==> config.mk <==
export PLATFORM = sky130hd
export DESIGN_NAME = key_pulse_stretcher
export DESIGN_NICKNAME = d
export VERILOG_FILES = /design/src/rtl/key_pulse_stretcher.sv
export SDC_FILE = /design/constraint.sdc
export NUM_CORES = 1
export LEC_CHECK = 0
export ABC_AREA = 0
export CAP_MARGIN = 0
export CORE_ASPECT_RATIO = 1.4
export CORE_UTILIZATION = 26
export DETAILED_ROUTE_END_ITERATION = 8
export PLACE_DENSITY = 0.51
export SETUP_SLACK_MARGIN = 0.1
export SLEW_MARGIN = 10
export SYNTH_ARGS = -nofsm -noshare
export SYNTH_HDL_FRONTEND = slang
export SYNTH_SLANG_ARGS = --single-unit
==> constraint.sdc <==
create_clock -name clk -period 7.52 [get_ports clk]
set_input_delay 1.504 -clock clk [delete_from_list [all_inputs] [get_ports clk]]
set_output_delay 1.504 -clock clk [all_outputs]
set_load 0.01 [all_outputs]
==> src/rtl/key_pulse_stretcher.sv <==
// rtl/key_pulse_stretcher.sv - per-channel one-clock event to fixed-length pulse stretcher with event queue
// Optional sticky overflow flags per channel when KEY_PULSE_STRETCHER_OVF_EN is defined.
`timescale 1ns/1ps
module key_pulse_stretcher #(
  parameter int CHANNELS   = 5,
  parameter int ON_CYCLES  = 4000000,
  parameter int GAP_CYCLES = 2000000,
  parameter int PEND_W     = 3
) (
  input  logic                clk,
  input  logic                rst_n,
  input  logic [CHANNELS-1:0] in,
  output logic [CHANNELS-1:0] out,
  output logic [CHANNELS-1:0] busy
`ifdef KEY_PULSE_STRETCHER_OVF_EN
  ,
  output logic [CHANNELS-1:0] ovf
`endif
);

  localparam int MAX_CYCLES = (ON_CYCLES > GAP_CYCLES) ? ON_CYCLES : GAP_CYCLES;
  localparam int TIMER_W    = $clog2(MAX_CYCLES + 1);

  localparam logic [TIMER_W-1:0] ON_LOAD  = TIMER_W'(ON_CYCLES - 1);
  localparam logic [TIMER_W-1:0] GAP_LOAD = TIMER_W'(GAP_CYCLES - 1);
  localparam logic [PEND_W-1:0]  PEND_MAX = {PEND_W{1'b1}};

  typedef enum logic [1:0] {
    ST_IDLE = 2'd0,
    ST_ON   = 2'd1,
    ST_GAP  = 2'd2
  } state_e;

  state_e              state_q [CHANNELS];
  state_e              state_d [CHANNELS];
  logic [TIMER_W-1:0]  timer_q [CHANNELS];
  logic [TIMER_W-1:0]  timer_d [CHANNELS];
  logic [PEND_W-1:0]   pend_q  [CHANNELS];
  logic [PEND_W-1:0]   pend_d  [CHANNELS];
  logic [CHANNELS-1:0] out_q;
  logic [CHANNELS-1:0] out_d;
  logic [CHANNELS-1:0] busy_q;
  logic [CHANNELS-1:0] busy_d;
`ifdef KEY_PULSE_STRETCHER_OVF_EN
  logic [CHANNELS-1:0] ovf_q;
  logic [CHANNELS-1:0] ovf_d;
`endif

  always_comb begin
    out_d  = '0;
    busy_d = '0;
`ifdef KEY_PULSE_STRETCHER_OVF_EN
    ovf_d  = ovf_q;
`endif
    for (int i = 0; i < CHANNELS; i++) begin
      state_d[i] = state_q[i];
      timer_d[i] = timer_q[i];
      pend_d[i]  = pend_q[i];

      case (state_q[i])
        ST_IDLE: begin
          if (in[i]) begin
            state_d[i] = ST_ON;
            timer_d[i] = ON_LOAD;
          end
        end

        ST_ON: begin
          if (timer_q[i] != '0) begin
            timer_d[i] = timer_q[i] - 1'b1;
          end else begin
            state_d[i] = ST_GAP;
            timer_d[i] = GAP_LOAD;
          end
          if (in[i]) begin
            if (pend_q[i] != PEND_MAX) begin
              pend_d[i] = pend_q[i] + 1'b1;
            end
`ifdef KEY_PULSE_STRETCHER_OVF_EN
            else begin
              ovf_d[i] = 1'b1;
            end
`endif
          end
        end

        ST_GAP: begin
          if (timer_q[i] != '0) begin
            timer_d[i] = timer_q[i] - 1'b1;
            if (in[i]) begin
              if (pend_q[i] != PEND_MAX) begin
                pend_d[i] = pend_q[i] + 1'b1;
              end
`ifdef KEY_PULSE_STRETCHER_OVF_EN
              else begin
                ovf_d[i] = 1'b1;
              end
`endif
            end
          end else if (pend_q[i] != '0) begin
            // A new event on the dequeue edge replaces the one being served.
            state_d[i] = ST_ON;
            timer_d[i] = ON_LOAD;
            if (!in[i]) begin
              pend_d[i] = pend_q[i] - 1'b1;
            end
          end else if (in[i]) begin
            state_d[i] = ST_ON;
            timer_d[i] = ON_LOAD;
          end else begin
            state_d[i] = ST_IDLE;
          end
        end

        default: begin
          state_d[i] = ST_IDLE;
          timer_d[i] = '0;
          pend_d[i]  = '0;
        end
      endcase

      out_d[i]  = (state_d[i] == ST_ON);
      busy_d[i] = (state_d[i] != ST_IDLE);
    end
  end

  always_ff @(posedge clk or negedge rst_n) begin
    if (!rst_n) begin
      for (int i = 0; i < CHANNELS; i++) begin
        state_q[i] <= ST_IDLE;
        timer_q[i] <= '0;
        pend_q[i]  <= '0;
      end
      out_q  <= '0;
      busy_q <= '0;
`ifdef KEY_PULSE_STRETCHER_OVF_EN
      ovf_q  <= '0;
`endif
    end else begin
      for (int i = 0; i < CHANNELS; i++) begin
        state_q[i] <= state_d[i];
        timer_q[i] <= timer_d[i];
        pend_q[i]  <= pend_d[i];
      end
      out_q  <= out_d;
      busy_q <= busy_d;
`ifdef KEY_PULSE_STRETCHER_OVF_EN
      ovf_q  <= ovf_d;
`endif
    end
  end

  assign out  = out_q;
  assign busy = busy_q;
`ifdef KEY_PULSE_STRETCHER_OVF_EN
  assign ovf  = ovf_q;
`endif

endmodule

==> out/metrics.cfg, run 1 <==
[status]
status=completed

[die]
num_rows=88
ios=17
die_h_um=243
core_area_um2=41100
die-area_um2=42400
initial_core_util=0.263
die_w_um=174

[clocking]
cts.sinks=145
clock_latency_ns=0.44
ctsHoldBuffers=0
path_clk_slew_ns=0.07
cts_setup_buffers=0
cts_tree=done
clock-root-buffer=clkbuf_16
cts_resized=0
htreeDepth=4
cts_buffers=17
clock_path_buffers=2

[cells_and_area]
syn_to_final_growth_pct=11.2
post-route-util=0.293
final_cell_mix=145 x dfrtp_1, 118 x o21ai_0, 99 x nor2_1, 99 x a21oi_1, 97 x nand2_1
fillerInstances=4349
diodes=0
nNetsFinal=1340
layout_commonest_cell=dfrtp_1
layout-drive-gt1-share=0.0638

[critical_path]
cp_cell_sequence=nor4_1, nand4_1, nor2_1, o41ai_1, a311oi_1
worst-path-buf-inv=0
cp_max_fo=13
end_kind=flip-flop
path_class=reg -> reg
critical_path.top_delay_family=simple AND/OR/NAND/NOR gates
cp_slowest_cell=nor2_1
startpoint_type=flip-flop
crit_required_ns=7.85
crit_arrival_ns=3.93
crit_path_max_incr_delay_ns=0.98

[placement]
io_buffers=16
hpwl_mm=21.6
gp_congestion=0.823

[timing]
period_share=0.479
setup_viol=0
hold_viol=0
hold_slack_ns=0.521
tightest_slew_ns=1.08
relSlewSlack=0.274
fin_setup_tns_ns=0
finClkSkew_ns=0.00966
fin_crit_ns=3.60
slew_violations=0
fmax_ghz=0.278
rsz0062_at_grt=false

[grt]
grt_use_total=0.153
grt_antenna_before_repair=0
grt_pass1_vias=10304
grt_overflow=0
grt_pass1_wl_mm=53.6
grt_max_degree=82

[worst_hold_path]
hp-class=reg -> reg

[routing]
wl_per_cell_um=17.5
ant_nets=0
remaining_drc_errors=0
num_vias=10424
drtIter0Drc=819
vias_per_cell=5.67
drt-pass1-iter-count=5
wl_mm=32.1

[synthesis]
yosys_register_bits=145
postSynthCellCount=1326
synth_warnings=0
synth_edf_count=0
synthesis.nets=1378
synth_seq_area_share=0.336
yosysUniqueCellTypes=80
synthArstFlopShare=1.00
synth.avg_cell_area_um2=8.16
syn_area_um2=10800
synth_flop_cell=dfrtp_1

[power_and_ir_drop]
p_per_area_nw_per_um2=282
power_w=0.00339
ir_drop_v=0.000153
leakage_nw=4.44

[run]
max_cap_viol_count=0

[state kept, by name, summed over array words and instances, names as in the netlist]
| register | flops |
|---|---|
| state_q | 10 |
| out | 5 |
| busy | 5 |
| pend_q | 15 |
| timer_q | 110 |
[area by class of cell]
type                    instances  area [um2]  area share
flip-flops and latches        145        3630       0.302
inverters                      57         214      0.0178
clock inverters                14         191      0.0159
well taps                     540         676      0.0562
repair buffers                 29         259      0.0215
multi-input cells            1038        6630       0.551
clock buffers                  17         425      0.0354
[cells by family after synthesis]
| family | after synthesis | share of synthesized area |
|---|---|---|
| DFF | 145 | 0.336 |
| xor gates and xnor gates | 31 | 0.0251 |
| AOI/OAI and AO/OA | 483 | 0.291 |
| adders and majority gates | 45 | 0.0521 |
| buffers and inverters | 143 | 0.0521 |
| muxes | 10 | 0.00972 |
| and+or+nand+nor | 469 | 0.234 |
[worst register-to-register path: stages (launching register included)]
cell and delay, ns:
dfrtp_1 0.44, nor4_1 0.84, nand4_1 0.71, nor2_1 0.99, o41ai_1 0.16, a311oi_1 0.34
[metrics by stage]
stage | setup slack [ns] | area (um2) | std cells
CTS | 4.08 | 12000 | 1840
finish | 3.92 | 12000 | 1840
detailed placement | 3.62 | 11400 | 1809
floorplan | 4.48 | 10800 | 1326
global route | 3.76 | 12000 | 1840
global placement | 3.69 | 11400 | 1809
[cells in the mapped netlist, types with 6 or more instances]
cell type	count	area share
dfrtp_1	145	0.34
clkbuf_1	68	0.024
a22oi_1	7	0.0049
a21oi_1	99	0.046
nor3b_1	7	0.0049
or3_1	21	0.012
ha_1	45	0.052
nor4_1	29	0.017
a311oi_1	18	0.015
a21boi_0	6	0.0042
o21a_1	7	0.0049
nand4_1	19	0.011
a41oi_1	12	0.0097
nor3_1	52	0.024
a21o_1	9	0.0062
buf_2	9	0.0042
nor2_1	99	0.034
xor2_1	19	0.015
a221oi_1	8	0.0065
nor2b_1	13	0.0075
o21ai_0	118	0.055
or2_2	6	0.0035
inv_1	57	0.020
and3_1	8	0.0046
o311ai_0	6	0.0049
xnor2_1	12	0.0097
a31oi_1	58	0.034
nand2_1	97	0.034
mux2i_1	6	0.0056
nand2b_1	23	0.013
and4_1	7	0.0057
o22ai_1	22	0.013
a211oi_1	23	0.016
o211ai_1	11	0.0076
buf_1	7	0.0024
or4_1	19	0.013
nand3_1	29	0.013
o31ai_1	19	0.013
o31a_1	6	0.0049
[where the power goes]
group	total (W)	switching, W	internal [W]
logic	0.00130	0.000794	0.000502
clock network	0.000921	0.000369	0.000552
registers	0.00117	0.000216	0.000955
total	0.00339	0.00138	0.00201
[final timing paths]
kind	endpoint	slack (ns)	start	depth (start not counted)
worst max-delay path	timer_q[58]	3.92	timer_q[59]	5
worst min-delay path	pend_q[6]	0.52	pend_q[6]	1
worst max register to register	timer_q[58]	3.92	timer_q[59]	5
worst min register to register	pend_q[6]	0.52	pend_q[6]	1
max in group asynchronous	state_q[8]	4.99	rst_n	2
min in group asynchronous	pend_q[0]	1.12	rst_n	1
[metal layers]
| metal | vias up | track usage | wire [um] | share of wire |
|---|---|---|---|---|
| met5 | - | 0 | 0 | 0 |
| met4 | 0 | 0.0676 | 798 | 0.025 |
| met3 | 67 | 0.0234 | 1130 | 0.035 |
| met2 | 270 | 0.265 | 16300 | 0.51 |
| met1 | 5119 | 0.185 | 13900 | 0.43 |
| li1 | 4968 | - | - | - |
No activity file was read; power rests on OpenSTA's default activity.
==> inputs of run 2 (changes only) <==
--- a/config.mk
+++ b/config.mk
@@ -10,7 +10,7 @@
 export CORE_ASPECT_RATIO = 1.4
 export CORE_UTILIZATION = 26
 export DETAILED_ROUTE_END_ITERATION = 8
-export PLACE_DENSITY = 0.51
+export PLACE_DENSITY = 0.52
 export SETUP_SLACK_MARGIN = 0.1
 export SLEW_MARGIN = 10
 export SYNTH_ARGS = -nofsm -noshare
==> constraint.sdc (replaced) <==
create_clock -name clk -period 2.89 [get_ports clk]
set_input_delay 0.578 -clock clk [delete_from_list [all_inputs] [get_ports clk]]
set_output_delay 0.578 -clock clk [all_outputs]
set_load 0.01 [all_outputs]
==> out/metrics.cfg, run 2 (synthesis gave the netlist of run 1 again) <==
[critical_path]
cp_max_fo=9
startpoint_type=flip-flop
end_kind=flip-flop
cp_slowest_cell=or4b_2
crit_arrival_ns=3.04
path_class=reg -> reg
worst-path-buf-inv=2
cp_cell_sequence=inv_1, ha_1, or4b_2, or4_1, nor2_4, buf_4, o22ai_1, a31oi_1
crit_required_ns=3.26
crit_path_max_incr_delay_ns=0.59
critical_path.top_delay_family=simple AND/OR/NAND/NOR gates

[clocking]
htreeDepth=4
cts.sinks=145
ctsHoldBuffers=0
path_clk_slew_ns=0.07
cts_buffers=17
clock_path_buffers=2
cts_tree=done
clock_latency_ns=0.45
clock-root-buffer=clkbuf_16

[power_and_ir_drop]
power_w=0.00885
leakage_nw=4.84
p_per_area_nw_per_um2=701
ir_drop_v=0.000405

[grt]
grt_use_total=0.157
grt_pass1_wl_mm=54.9
grt_max_degree=49
grt_overflow=0
grt_antenna_before_repair=0
grt_pass1_vias=10590

[die]
die_w_um=174
num_rows=88
core_area_um2=41100
die-area_um2=42400
die_h_um=243
initial_core_util=0.263
ios=17

[timing]
finalWorstSetupSlack_ns=0.217
fin_setup_tns_ns=0
tightest_slew_ns=1.11
hold_viol=0
relSlewSlack=0.262
fmax_ghz=0.374
slew_violations=0
rsz0062_at_grt=true
finClkSkew_ns=0.0137
fin_crit_ns=2.67
period_share=0.925
setup_viol=0

[cells_and_area]
layout_commonest_cell=dfrtp_1
final_cell_mix=145 x dfrtp_1, 118 x o21ai_0, 99 x nor2_1, 99 x a21oi_1, 97 x nand2_1
top_regs=timer_q x110, pend_q x15, state_q x10
layout-drive-gt1-share=0.119
syn_to_final_growth_pct=16.7
fillerInstances=4363
postLayoutCellArea_um2=12600
diodes=0
largest_reg_flops=110
post-route-util=0.307
top_register=timer_q
nNetsFinal=1419

[placement]
io_buffers=16
dp_slack_ns=0.171
placed_area_um2=12000
hpwl_mm=23.9
gp_congestion=0.871

[run]
max_cap_viol_count=0

[routing]
num_vias=10660
vias_per_cell=5.55
wl_per_cell_um=17.3
drt-pass1-iter-count=5
wl_mm=33.2
ant_nets=0
drtIter0Drc=707
remaining_drc_errors=0

[worst_hold_path]
hp-class=in -> async

[status]
status=completed

-- run 2: cell count changes in the layout (fill, tap and decap cells not counted), moves of 2 or more --
| cell | change |
|---|---|
| clkinvlp_4 | -2 |
| inv_6 | +6 |
| inv_8 | +3 |
| bufinv_16 | -3 |
| clkinv_2 | -3 |
| buf_4 | +77 |
| buf_12 | +2 |
-- run 2: worst paths after layout --
kind                            depth (start not counted)  slack (ns)        start     endpoint
max in group asynchronous                               2        2.13        rst_n  timer_q[42]
min in group clk                                        1        0.53    pend_q[6]    pend_q[6]
worst max register to register                          8        0.22  timer_q[66]      busy[1]
worst min register to register                          1        0.53    pend_q[6]    pend_q[6]
worst min-delay path                                    1        0.09        rst_n    pend_q[0]
worst max-delay path                                    8        0.22  timer_q[66]      busy[1]
-- run 2: area by class of cell --
class	instances	area [um2]	share of cell area
multi-input cells	1038	6640	0.526
inverters	57	214	0.0170
clock buffers	17	425	0.0337
flip-flops and latches	145	3630	0.287
clock inverters	15	165	0.0131
well taps	540	676	0.0535
repair buffers	108	877	0.0695
-- run 2: power by group --
group | leakage [nW] | internal, W | switching [W]
sequential | 1.70 | 0.00248 | 0.000531
clock | 0.284 | 0.00123 | 0.00106
combinational | 2.86 | 0.00143 | 0.00212
-- run 2: routing by layer --
metal / share of wire / GRT usage / wire length, um
met5: 0 / 0 / 0
met4: 0.026 / 0.0663 / 856
met3: 0.028 / 0.0203 / 927
met2: 0.52 / 0.286 / 17400
met1: 0.42 / 0.184 / 14000
-- run 2: per-stage QoR --
stage,cells,hold slack [ns]
global route,1920,0.128
global placement,1884,0.507
floorplan,1326,0.282
finish,1920,0.0949
CTS,1916,0.0993
detailed placement,1884,0.524
-- run 2: what timing repair did --
action,CTS,global route
setup buffers,0,4
gates resized for setup,0,3
endpoints found under the setup margin,0,15
-- run 2: worst register-to-register path, cell delays in order, from the launching register on --
cell and delay (ns):
dfrtp_1 0.41, inv_1 0.12, ha_1 0.15, or4b_2 0.59, or4_1 0.55, nor2_4 0.25
buf_4 0.20, o22ai_1 0.10, a31oi_1 0.22
